## src/rtl/sim_mngr_if.sv

```systemverilog
// Bundle of control, parameter, generator-handshake and report signals
// between the simulation manager and its environment.
interface sim_mngr_if;
  // run request and sampled run parameters
  logic        go;
  logic [8:0]  mu;
  logic [8:0]  alpha;
  logic [7:0]  beta;
  logic [15:0] t_max;
  logic [7:0]  max_events;
  // event generator handshake
  logic [8:0]  ev_s;
  logic        ev_s_done;
  logic        ev_done;
  logic        ev_start;
  logic [8:0]  lambda;
  logic [8:0]  next_lambda;
  logic [7:0]  D1;
  logic [7:0]  D2;
  // accepted-event report and run status
  logic        event_valid;
  logic [15:0] event_time;
  logic [7:0]  event_count;
  logic        busy;
  logic        finished;
  logic        timeout_err;

  modport slave (
    input  go, mu, alpha, beta, t_max, max_events, ev_s, ev_s_done, ev_done,
    output ev_start, lambda, next_lambda, D1, D2,
           event_valid, event_time, event_count, busy, finished, timeout_err
  );

  modport master (
    output go, mu, alpha, beta, t_max, max_events, ev_s, ev_s_done, ev_done,
    input  ev_start, lambda, next_lambda, D1, D2,
           event_valid, event_time, event_count, busy, finished, timeout_err
  );
endinterface

```

## src/rtl/sim_mngr.sv

```systemverilog
// Sequencer for a self-exciting (Hawkes-style) event simulation: draws
// random bytes for an external event generator, decays the intensity over
// each candidate gap, and commits accepted events until the time horizon,
// the event limit or a generator timeout ends the run.
module sim_mngr #(
  parameter logic [15:0] SEED    = 16'hACE1,
  parameter int          TIMEOUT = 64
) (
  input logic       clk,
  input logic       rst_n,
  sim_mngr_if.slave bus
);

  typedef enum logic [2:0] {
    IDLE   = 3'd0,
    DRAW   = 3'd1,
    WAIT_S = 3'd2,
    DECAY  = 3'd3,
    TEST   = 3'd4,
    COMMIT = 3'd5,
    DONE   = 3'd6
  } state_t;

  localparam logic [15:0] TO_LAST = 16'(TIMEOUT - 1);
  localparam logic [15:0] LFSR_TAPS = 16'hB400;

  state_t      state_q, state_d;
  logic [15:0] lfsr_q, lfsr_d;
  logic [8:0]  mu_q, mu_d, alpha_q, alpha_d;
  logic [7:0]  beta_q, beta_d, max_ev_q, max_ev_d;
  logic [15:0] t_max_q, t_max_d, t_q, t_d;
  logic [16:0] t_new_q, t_new_d;
  logic [8:0]  s_q, s_d;
  logic [15:0] wait_cnt_q, wait_cnt_d;
  logic        accept_q, accept_d;
  logic [8:0]  lambda_q, lambda_d, next_lambda_q, next_lambda_d;
  logic [7:0]  d1_q, d1_d, d2_q, d2_d;
  logic        ev_start_q, ev_start_d, ev_valid_q, ev_valid_d;
  logic [15:0] ev_time_q, ev_time_d;
  logic [7:0]  ev_count_q, ev_count_d;
  logic        busy_q, busy_d, finished_q, finished_d, timeout_q, timeout_d;

  // datapath helpers
  logic [15:0] lfsr_step_s;
  logic [16:0] bs_prod_s;
  logic [8:0]  bs_shift_s, f_s, excess_s;
  logic [17:0] scaled_s;
  logic [9:0]  sat_sum_s;
  logic [7:0]  count_inc_s;

  // Galois LFSR step, right-shifting form of x^16+x^14+x^13+x^11+1
  function automatic logic [15:0] lfsr_next(input logic [15:0] v);
    lfsr_next = {1'b0, v[15:1]} ^ (v[0] ? LFSR_TAPS : 16'h0000);
  endfunction

  assign lfsr_step_s = lfsr_next(lfsr_q);
  assign bs_prod_s   = 17'(beta_q) * 17'(s_q);
  assign bs_shift_s  = 9'(bs_prod_s >> 8);
  assign f_s         = (bs_shift_s >= 9'd256) ? 9'd0 : (9'd256 - bs_shift_s);
  assign excess_s    = lambda_q - mu_q;
  assign scaled_s    = 18'(excess_s) * 18'(f_s);
  assign sat_sum_s   = {1'b0, next_lambda_q} + {1'b0, alpha_q};
  assign count_inc_s = ev_count_q + 8'd1;

  // next-state and register-update logic of the run sequencer
  always_comb begin
    state_d       = state_q;
    lfsr_d        = lfsr_q;
    mu_d          = mu_q;
    alpha_d       = alpha_q;
    beta_d        = beta_q;
    max_ev_d      = max_ev_q;
    t_max_d       = t_max_q;
    t_d           = t_q;
    t_new_d       = t_new_q;
    s_d           = s_q;
    wait_cnt_d    = wait_cnt_q;
    accept_d      = accept_q;
    lambda_d      = lambda_q;
    next_lambda_d = next_lambda_q;
    d1_d          = d1_q;
    d2_d          = d2_q;
    ev_start_d    = 1'b0;
    ev_valid_d    = 1'b0;
    ev_time_d     = ev_time_q;
    ev_count_d    = ev_count_q;
    timeout_d     = timeout_q;

    case (state_q)
      IDLE: begin
        if (bus.go) begin
          mu_d       = bus.mu;
          alpha_d    = bus.alpha;
          beta_d     = bus.beta;
          t_max_d    = bus.t_max;
          max_ev_d   = bus.max_events;
          lambda_d   = bus.mu;
          t_d        = 16'd0;
          ev_count_d = 8'd0;
          timeout_d  = 1'b0;
          lfsr_d     = SEED;
          state_d    = DRAW;
        end else begin
          state_d = IDLE;
        end
      end
      DRAW: begin
        lfsr_d     = lfsr_step_s;
        d1_d       = (lfsr_step_s[15:8] == 8'd0) ? 8'h01 : lfsr_step_s[15:8];
        d2_d       = lfsr_step_s[7:0];
        ev_start_d = 1'b1;
        wait_cnt_d = 16'd0;
        state_d    = WAIT_S;
      end
      WAIT_S: begin
        // the first cycle is skipped so a stale ev_s_done cannot be taken
        if ((wait_cnt_q != 16'd0) && bus.ev_s_done) begin
          s_d     = bus.ev_s;
          state_d = DECAY;
        end else if (wait_cnt_q == TO_LAST) begin
          timeout_d = 1'b1;
          state_d   = DONE;
        end else begin
          wait_cnt_d = wait_cnt_q + 16'd1;
        end
      end
      DECAY: begin
        next_lambda_d = 9'(mu_q + 9'(scaled_s >> 8));
        t_new_d       = {1'b0, t_q} + 17'(s_q);
        state_d       = TEST;
      end
      TEST: begin
        accept_d = bus.ev_done;
        if (t_new_q[16] || (t_new_q > {1'b0, t_max_q})) begin
          state_d = DONE;
        end else begin
          state_d = COMMIT;
        end
      end
      COMMIT: begin
        t_d = t_new_q[15:0];
        if (accept_q) begin
          lambda_d   = sat_sum_s[9] ? 9'h1FF : sat_sum_s[8:0];
          ev_valid_d = 1'b1;
          ev_time_d  = t_new_q[15:0];
          ev_count_d = count_inc_s;
        end else begin
          lambda_d = next_lambda_q;
        end
        // a zero limit means the run is bounded only by time
        if (accept_q && (max_ev_q != 8'd0) && (count_inc_s == max_ev_q)) begin
          state_d = DONE;
        end else begin
          state_d = DRAW;
        end
      end
      DONE: begin
        state_d = IDLE;
      end
      default: begin
        state_d = IDLE;
      end
    endcase

    // status flags are registered copies of the state being entered
    busy_d     = (state_d != IDLE);
    finished_d = (state_d == DONE);
  end

  // state and datapath registers
  always_ff @(posedge clk or negedge rst_n) begin
    if (!rst_n) begin
      state_q       <= IDLE;
      lfsr_q        <= SEED;
      mu_q          <= 9'd0;
      alpha_q       <= 9'd0;
      beta_q        <= 8'd0;
      max_ev_q      <= 8'd0;
      t_max_q       <= 16'd0;
      t_q           <= 16'd0;
      t_new_q       <= 17'd0;
      s_q           <= 9'd0;
      wait_cnt_q    <= 16'd0;
      accept_q      <= 1'b0;
      lambda_q      <= 9'd0;
      next_lambda_q <= 9'd0;
      d1_q          <= 8'd0;
      d2_q          <= 8'd0;
      ev_start_q    <= 1'b0;
      ev_valid_q    <= 1'b0;
      ev_time_q     <= 16'd0;
      ev_count_q    <= 8'd0;
      busy_q        <= 1'b0;
      finished_q    <= 1'b0;
      timeout_q     <= 1'b0;
    end else begin
      state_q       <= state_d;
      lfsr_q        <= lfsr_d;
      mu_q          <= mu_d;
      alpha_q       <= alpha_d;
      beta_q        <= beta_d;
      max_ev_q      <= max_ev_d;
      t_max_q       <= t_max_d;
      t_q           <= t_d;
      t_new_q       <= t_new_d;
      s_q           <= s_d;
      wait_cnt_q    <= wait_cnt_d;
      accept_q      <= accept_d;
      lambda_q      <= lambda_d;
      next_lambda_q <= next_lambda_d;
      d1_q          <= d1_d;
      d2_q          <= d2_d;
      ev_start_q    <= ev_start_d;
      ev_valid_q    <= ev_valid_d;
      ev_time_q     <= ev_time_d;
      ev_count_q    <= ev_count_d;
      busy_q        <= busy_d;
      finished_q    <= finished_d;
      timeout_q     <= timeout_d;
    end
  end

  assign bus.ev_start    = ev_start_q;
  assign bus.lambda      = lambda_q;
  assign bus.next_lambda = next_lambda_q;
  assign bus.D1          = d1_q;
  assign bus.D2          = d2_q;
  assign bus.event_valid = ev_valid_q;
  assign bus.event_time  = ev_time_q;
  assign bus.event_count = ev_count_q;
  assign bus.busy        = busy_q;
  assign bus.finished    = finished_q;
  assign bus.timeout_err = timeout_q;

endmodule

```

## src/flat_wrapper.sv

```systemverilog
// flat-port wrapper written by rule: the top's interface ports become plain ports
module sim_mngr_flat 
#(
  parameter logic [15:0] SEED    = 16'hACE1,
  parameter int          TIMEOUT = 64
)
  (clk, rst_n, bus_go, bus_mu, bus_alpha, bus_beta, bus_t_max, bus_max_events, bus_ev_s, bus_ev_s_done, bus_ev_done, bus_ev_start, bus_lambda, bus_next_lambda, bus_D1, bus_D2, bus_event_valid, bus_event_time, bus_event_count, bus_busy, bus_finished, bus_timeout_err);
  sim_mngr_if bus_i ();
  input logic clk;
  input logic rst_n;
  input wire logic [$bits(bus_i.go)-1:0] bus_go;
  input wire logic [$bits(bus_i.mu)-1:0] bus_mu;
  input wire logic [$bits(bus_i.alpha)-1:0] bus_alpha;
  input wire logic [$bits(bus_i.beta)-1:0] bus_beta;
  input wire logic [$bits(bus_i.t_max)-1:0] bus_t_max;
  input wire logic [$bits(bus_i.max_events)-1:0] bus_max_events;
  input wire logic [$bits(bus_i.ev_s)-1:0] bus_ev_s;
  input wire logic [$bits(bus_i.ev_s_done)-1:0] bus_ev_s_done;
  input wire logic [$bits(bus_i.ev_done)-1:0] bus_ev_done;
  output wire logic [$bits(bus_i.ev_start)-1:0] bus_ev_start;
  output wire logic [$bits(bus_i.lambda)-1:0] bus_lambda;
  output wire logic [$bits(bus_i.next_lambda)-1:0] bus_next_lambda;
  output wire logic [$bits(bus_i.D1)-1:0] bus_D1;
  output wire logic [$bits(bus_i.D2)-1:0] bus_D2;
  output wire logic [$bits(bus_i.event_valid)-1:0] bus_event_valid;
  output wire logic [$bits(bus_i.event_time)-1:0] bus_event_time;
  output wire logic [$bits(bus_i.event_count)-1:0] bus_event_count;
  output wire logic [$bits(bus_i.busy)-1:0] bus_busy;
  output wire logic [$bits(bus_i.finished)-1:0] bus_finished;
  output wire logic [$bits(bus_i.timeout_err)-1:0] bus_timeout_err;
  assign bus_i.go = bus_go;
  assign bus_i.mu = bus_mu;
  assign bus_i.alpha = bus_alpha;
  assign bus_i.beta = bus_beta;
  assign bus_i.t_max = bus_t_max;
  assign bus_i.max_events = bus_max_events;
  assign bus_i.ev_s = bus_ev_s;
  assign bus_i.ev_s_done = bus_ev_s_done;
  assign bus_i.ev_done = bus_ev_done;
  assign bus_ev_start = bus_i.ev_start;
  assign bus_lambda = bus_i.lambda;
  assign bus_next_lambda = bus_i.next_lambda;
  assign bus_D1 = bus_i.D1;
  assign bus_D2 = bus_i.D2;
  assign bus_event_valid = bus_i.event_valid;
  assign bus_event_time = bus_i.event_time;
  assign bus_event_count = bus_i.event_count;
  assign bus_busy = bus_i.busy;
  assign bus_finished = bus_i.finished;
  assign bus_timeout_err = bus_i.timeout_err;
  sim_mngr #(.SEED(SEED), .TIMEOUT(TIMEOUT)) u_core (.clk(clk), .rst_n(rst_n), .bus(bus_i));
endmodule
```

## config.mk

```make
export PLATFORM = sky130hd
export DESIGN_NAME = sim_mngr_flat
export DESIGN_NICKNAME = d
export VERILOG_FILES = /design/src/rtl/sim_mngr_if.sv /design/src/rtl/sim_mngr.sv /design/src/flat_wrapper.sv
export SDC_FILE = /design/constraint.sdc
export NUM_CORES = 1
export LEC_CHECK = 0
export CAP_MARGIN = 20
export CORE_ASPECT_RATIO = 0.9
export CORE_MARGIN = 3
export CORE_UTILIZATION = 60
export CTS_CLUSTER_DIAMETER = 60
export CTS_CLUSTER_SIZE = 10
export DETAILED_ROUTE_END_ITERATION = 12
export GPL_ROUTABILITY_DRIVEN = 1
export PLACE_DENSITY = 0.91
export SYNTH_ARGS = -nofsm -noshare
export SYNTH_HDL_FRONTEND = slang
export SYNTH_SLANG_ARGS = --single-unit
```

## constraint.sdc

```tcl
create_clock -name clk -period 24.1 [get_ports clk]
set_input_delay 2.41 -clock clk [delete_from_list [all_inputs] [get_ports clk]]
set_output_delay 2.41 -clock clk [all_outputs]
set_load 0.02 [all_outputs]
```

==> flow_summary.toml, run 1 <==
[clocking]
htreeDepth = 4
post_cts_resized = 0
cts_tree = "yes"
cts-buffers-inserted = 17
holdBufCountCts = 0
path_clk_slew_ps = 70
max-clock-path-buffers = 2
clk_latency_ps = 440
post_cts_buffers = 0
root_buffer = "clkbuf_16"
cts_sinks = 191

[global_routing]
grt_pass1_vias = 12400
antenna_found_initial = 0
grt_pass1_wl_microns = 60900
grt_max_degree = 109
grtUsageTotal_pct = 28.6
gr-total-overflow = 0

[route]
vias = 11800
ant_nets = 0
drtPass1Iterations = 5
routed_via_density = 5.81
wl_per_cell_microns = 17.6
drt_drc_violations_left = 0
drtIter0Drc = 848
drt_wl_total_microns = 35600

[cells_and_area]
nNetsFinal = 1991
area_growth_syn_to_layout_pct = 14.4
multiInputGateArea_sq_um = 8800
num_antenna_cells = 0
drive_gt1_share_pct = 5.10
regArea_sq_um = 4790
n_fill_cell = 1681
final_cell_mix = "314 x nand2_1, 183 x dfrtp_1, 171 x inv_1"
layout_commonest_cell = "nand2_1"

[yosys]
synth_seq_area_share_pct = 33.2
postSynthCellCount = 1612
avgSynthCellArea_sq_um = 8.95
yosys.area_share.simple_pct = 20.9
synth_fa_ha_area_share_pct = 23.4
synth_top_area_share_pct = 31.7
netlist.top_cell.by_area = "dfrtp_1"
synth_top_family_by_area = "adder cells"
synth_ff_type = "dfrtp_1"
muxShareOfSynthArea_pct = 1.15
syn_area_sq_um = 14400
synth.distinct_cells = 67
synth_compound_area_share_pct = 10.3
synth-edff-count = 0
yosys_warnings = 0
synthXorXnorAreaFrac_pct = 5.16
synth.area.top_cells = "dfrtp_1 32%, fa_1 13%, ha_1 10%, nand2_1 8.2%, inv_1 4.4%"
syn_nets = 1890
ys_async_sr_fraction_pct = 100
synth_seq_cells = 191

[setup_path]
crit_path_max_fanout = 23
crit_arrival_ps = 12350
worstSetupPathType = "flip-flop to flip-flop"
cp-start-kind = "flip-flop"
slowest_delay_ps = 700
critPathSlowestCell = "ha_1"
required_ps = 24410
path_common_cell = "fa_1"
critPathCaptureType = "flip-flop"

[timing]
fin_crit_sh_pct = 49.9
rsz0062_at_grt = "no"
max_freq_ghz = 0.0831
post-route-min-period_ps = 12040
drv_slew = 0
fin_worst_skew_ps = 8.09
slew_headroom_pct = 40.2
setup_viol = 0
hold_viol = 0
worst_pin_slew_ps = 895
setup-tns-final_ps = 0

[placed_design]
io_buffers = 126
place_congestion = 0.941
detailed_place_hpwl_microns = 25900

[die]
io_pins = 127
start_util_pct = 61.5
die-height_microns = 153
row_count = 53
fp.dieW_microns = 169
core_area_sq_um = 23500
dieArea_sq_um = 26000

[status]
status = "finished clean"

[job]
drv_cap = 0

[worst_hold_path]
hold_class = "flip-flop to flip-flop"
-- Yosys cell counts, types with 4 or more instances --
cell	count
nor2b_1	17
a21boi_0	13
nor4_1	6
xor2_1	37
and3_1	13
dfstp_2	8
xnor2_1	48
nand2b_1	14
clkbuf_1	42
o221ai_1	9
fa_1	93
o21ai_0	92
a31oi_1	6
inv_1	171
nor3_1	25
a22o_1	7
nand3_1	46
ha_1	121
mux2_2	13
or3_1	12
a211oi_1	5
nor2_1	92
a21o_1	21
dfrtp_1	183
o21a_1	10
nand4_1	9
or2_2	13
and2_1	68
a21oi_1	33
nand2_1	315
o31ai_1	8
o211ai_1	4
-- cells by family (layout without fill, tap and decap cells) --
kind of cell	Yosys count	in the layout
AOI/OAI and AO/OA	233	233
xor gates and xnor gates	85	85
adders and majority gates	214	214
buffers and inverters	224	338
DFF	191	191
muxes	15	15
and+or+nand+nor	650	650
-- worst max-delay path: cells and delay by family (launching register included) --
family,cells,cell delay (ps)
xor gates and xnor gates,4,580
adders and majority gates,13,5890
DFF,1,500
AOI/OAI and AO/OA,9,2120
and+or+nand+nor,13,2680
buffers and inverters,3,130
-- sequential cells by signal, summed over array words and instances (netlist names), 3 cells and up --
signal and count:
u_core.lfsr_q 16, u_core.alpha_q 9, u_core.max_ev_q 8, u_core.bus.lambda 9, u_core.t_q 16, u_core.bus.D2 8
u_core.bus.event_count 8, u_core.bus.D1 8, u_core.t_max_q 16, u_core.s_q 9, u_core.wait_cnt_q 16, u_core.beta_q 8
u_core.t_new_q 17, u_core.mu_q 9, u_core.state_q 3, u_core.bus.event_time 16, u_core.bus.next_lambda 9
-- routing by layer --
metal	vias up	wire length, microns	global-route usage (%)
li1	5474	-	-
met1	5740	14900	37.7
met2	475	17300	48.1
met3	100	2240	4.45
met4	0	1170	10.8
met5	-	0	0
-- layout make-up --
type	instances	share of cell area, %
Timing Repair Buffer	134	8.10
Tap cell	302	2.29
Inverter	172	3.91
Sequential cell	191	29.0
Multi-Input combinational cell	1197	53.3
Clock inverter	15	0.879
Clock buffer	17	2.58
-- through the flow --
stage                     std cells  worst slack (ps)  hold WS (ps)  util [%]  instance area (sq um)
after floorplan                1612             13160           450         -                  14400
after global placement         1995             12560           462      67.8                  15900
after detailed placement       1995             12130           462      67.8                  15900
after CTS                      2027             12110           482      70.3                  16500
after global routing           2028             11540           520      70.4                  16500
final                          2028             12060           478      70.4                  16500
-- path summary, 6_finish.rpt --
path	end	cells past startpoint	start	slack, ps
max	u_core.bus.next_lambda[8]$_DFFE_PN0P_	42	u_core.s_q[1]$_DFFE_PN0P_	12060
min	u_core.bus.D2[3]$_DFFE_PN0P_	2	u_core.bus.D2[3]$_DFFE_PN0P_	480
max reg2reg	u_core.bus.next_lambda[8]$_DFFE_PN0P_	42	u_core.s_q[1]$_DFFE_PN0P_	12060
min reg2reg	u_core.bus.D2[3]$_DFFE_PN0P_	2	u_core.bus.D2[3]$_DFFE_PN0P_	480
max in group asynchronous	u_core.wait_cnt_q[9]$_DFFE_PN0P_	3	rst_n	20650
min in group asynchronous	u_core.lfsr_q[3]$_DFFE_PN0P_	1	rst_n	2040
Power of run 1 is left out: the tool's default activity adds up to more than one toggle a clock period on the data nets, which glitch-free logic cannot reach.
==> inputs of run 2 (changes only) <==
--- a/config.mk
+++ b/config.mk
@@ -8,12 +8,12 @@
 export CAP_MARGIN = 20
 export CORE_ASPECT_RATIO = 0.9
 export CORE_MARGIN = 3
-export CORE_UTILIZATION = 60
+export CORE_UTILIZATION = 54
 export CTS_CLUSTER_DIAMETER = 60
 export CTS_CLUSTER_SIZE = 10
 export DETAILED_ROUTE_END_ITERATION = 12
 export GPL_ROUTABILITY_DRIVEN = 1
-export PLACE_DENSITY = 0.91
+export PLACE_DENSITY = 0.87
 export SYNTH_ARGS = -nofsm -noshare
 export SYNTH_HDL_FRONTEND = slang
 export SYNTH_SLANG_ARGS = --single-unit
==> constraint.sdc (replaced) <==
create_clock -name clk -period 9.8 [get_ports clk]
set_input_delay 0.98 -clock clk [delete_from_list [all_inputs] [get_ports clk]]
set_output_delay 0.98 -clock clk [all_outputs]
set_load 0.02 [all_outputs]
==> run 2 against run 1 <==
Against the previous run:
- the run now ends with negative setup slack left
- count of clock-buffer cells in the layout is the same
- critical endpoint unchanged
- sequential share of layout area decreased by 2.5 points
- setup slack got worse by 13000 ps
==> flow_summary.toml, run 2 (synthesis results as in run 1) <==
[cells_and_area]
drive_gt1_share_pct = 16.7
final_cell_mix = "311 x nand2_1, 175 x dfrtp_1, 164 x inv_1"
regMostFlops = "u_core.t_new_q"
nNetsFinal = 2142
num_antenna_cells = 0
largest_reg_flops = 17
area_growth_syn_to_layout_pct = 25.6
layout_commonest_cell = "nand2_1"
final_area_sq_um = 18100

[route]
wl_per_cell_microns = 17.1
routed_via_density = 5.53
ant_nets = 0
vias = 12300
drt_wl_total_microns = 38100
drt_drc_violations_left = 0
drtPass1Iterations = 5
drtIter0Drc = 989

[timing]
slew_headroom_pct = 37.1
worst_pin_slew_ps = 943
fin_hold_ws_ps = 476
drv_slew = 0
setup_viol = 6
max_freq_ghz = 0.0938
rsz0062_at_grt = "yes"
setup-tns-final_ps = -2890
post-route-min-period_ps = 10660
fin_worst_skew_ps = 9.40
fin_crit_sh_pct = 109
hold_viol = 0
fin_ws_ps = -858

[setup_path]
crit_path_max_fanout = 7
crit-reg2reg-launch = "u_core.beta_q[2]$_DFFE_PN0P_"
path_common_cell = "fa_1"
slowest_delay_ps = 560
critPathCaptureType = "flip-flop"
cp-start-kind = "flip-flop"
critPathSlowestCell = "fa_1"
crit_arrival_ps = 10970
crit_start = "u_core.beta_q[2]$_DFFE_PN0P_"
required_ps = 10110
worstSetupPathType = "flip-flop to flip-flop"

[global_routing]
antenna_found_initial = 0
grtUsageMet1_pct = 36.1
gr-usage-met2_pct = 45.1
gr-total-overflow = 0
use_met3_pct = 3.74
grt.busiest_layer = "met2"
grt_pass1_vias = 12500
grt_pass1_wl_microns = 61900
grt_max_degree = 122
grtUsageTotal_pct = 26.6

[clocking]
path_clk_slew_ps = 80
max-clock-path-buffers = 2
root_buffer = "clkbuf_16"
clk_latency_ps = 440
cts_tree = "yes"
cts-buffers-inserted = 17
htreeDepth = 4
cts_sinks = 191

[die]
fp.dieW_microns = 178
start_util_pct = 55.1
dieArea_sq_um = 28700
die-height_microns = 161
io_pins = 127
row_count = 56
core_area_sq_um = 26200

[status]
status = "finished, violations left"
violations = "negative setup slack"

[placed_design]
post_dp_cell_area_sq_um = 17200
detailed_place_hpwl_microns = 28400
io_buffers = 126
place_congestion = 0.951

[job]
drv_cap = 0

[worst_hold_path]
hp-start = "u_core.bus.D2[3]$_DFFE_PN0P_"
hold_class = "flip-flop to flip-flop"
## run 2: changes by cell type in the layout (fill, tap and decap cells not counted), sizes merged
cell	delta
buf	+150
bufinv	+1
clkinv	+1
clkbuf	+1
clkinvlp	-2
## run 2: layer usage
layer,wire length (microns),vias to the layer above
met2,19000,402
met4,805,0
li1,-,5777
met3,2000,66
met1,16200,6050
met5,0,-
## run 2: layout make-up
cell class                      count  area [sq um]
Clock buffer                       17           425
Clock inverter                     15           169
Fill cell                        1901          8070
Inverter                          172           646
Multi-Input combinational cell   1197          9150
Sequential cell                   191          4800
Tap cell                          348           435
Timing Repair Buffer              285          2510
## run 2: repair_timing
action / in CTS / in global routing
endpoints found under the setup margin: 6 / 8
gates cloned: 0 / 0
setup buffers: 0 / 17
pin swaps: 1 / 54
hold buffers: 0 / 0
gates resized for setup: 11 / 57
## run 2: path summary, 6_finish.rpt
path	slack, ps	to	cells past startpoint
min in group asynchronous	660	u_core.lfsr_q[2]$_DFFE_PN0P_	1
worst max-delay path	-860	u_core.bus.next_lambda[8]$_DFFE_PN0P_	46
worst max register to register	-860	u_core.bus.next_lambda[8]$_DFFE_PN0P_	46
worst min register to register	480	u_core.bus.D2[3]$_DFFE_PN0P_	2
max in group asynchronous	7720	u_core.bus.event_count[7]$_DFFE_PN0P_	2
worst min-delay path	480	u_core.bus.D2[3]$_DFFE_PN0P_	2
## run 2: critical path: cells and delay by family (launching register included)
family,cells,cell delay (ps)
AO/OA/AOI/OAI,11,1980
AND/OR/NAND/NOR,13,2160
XOR/XNOR,3,470
flip-flops,1,440
adder cells (fa/ha/maj),12,4960
buffers and inverters,7,530
## run 2: metrics by stage
step                setup slack [ps]  util, %  cells
floorplan                       -380        -   1612
global route                   -1220     69.2   2225
CTS                             -693     67.9   2207
global placement                -552     65.5   2175
finish                          -858     69.2   2225
detailed placement              -784     65.5   2175
Power of run 2 is left out for the same reason.
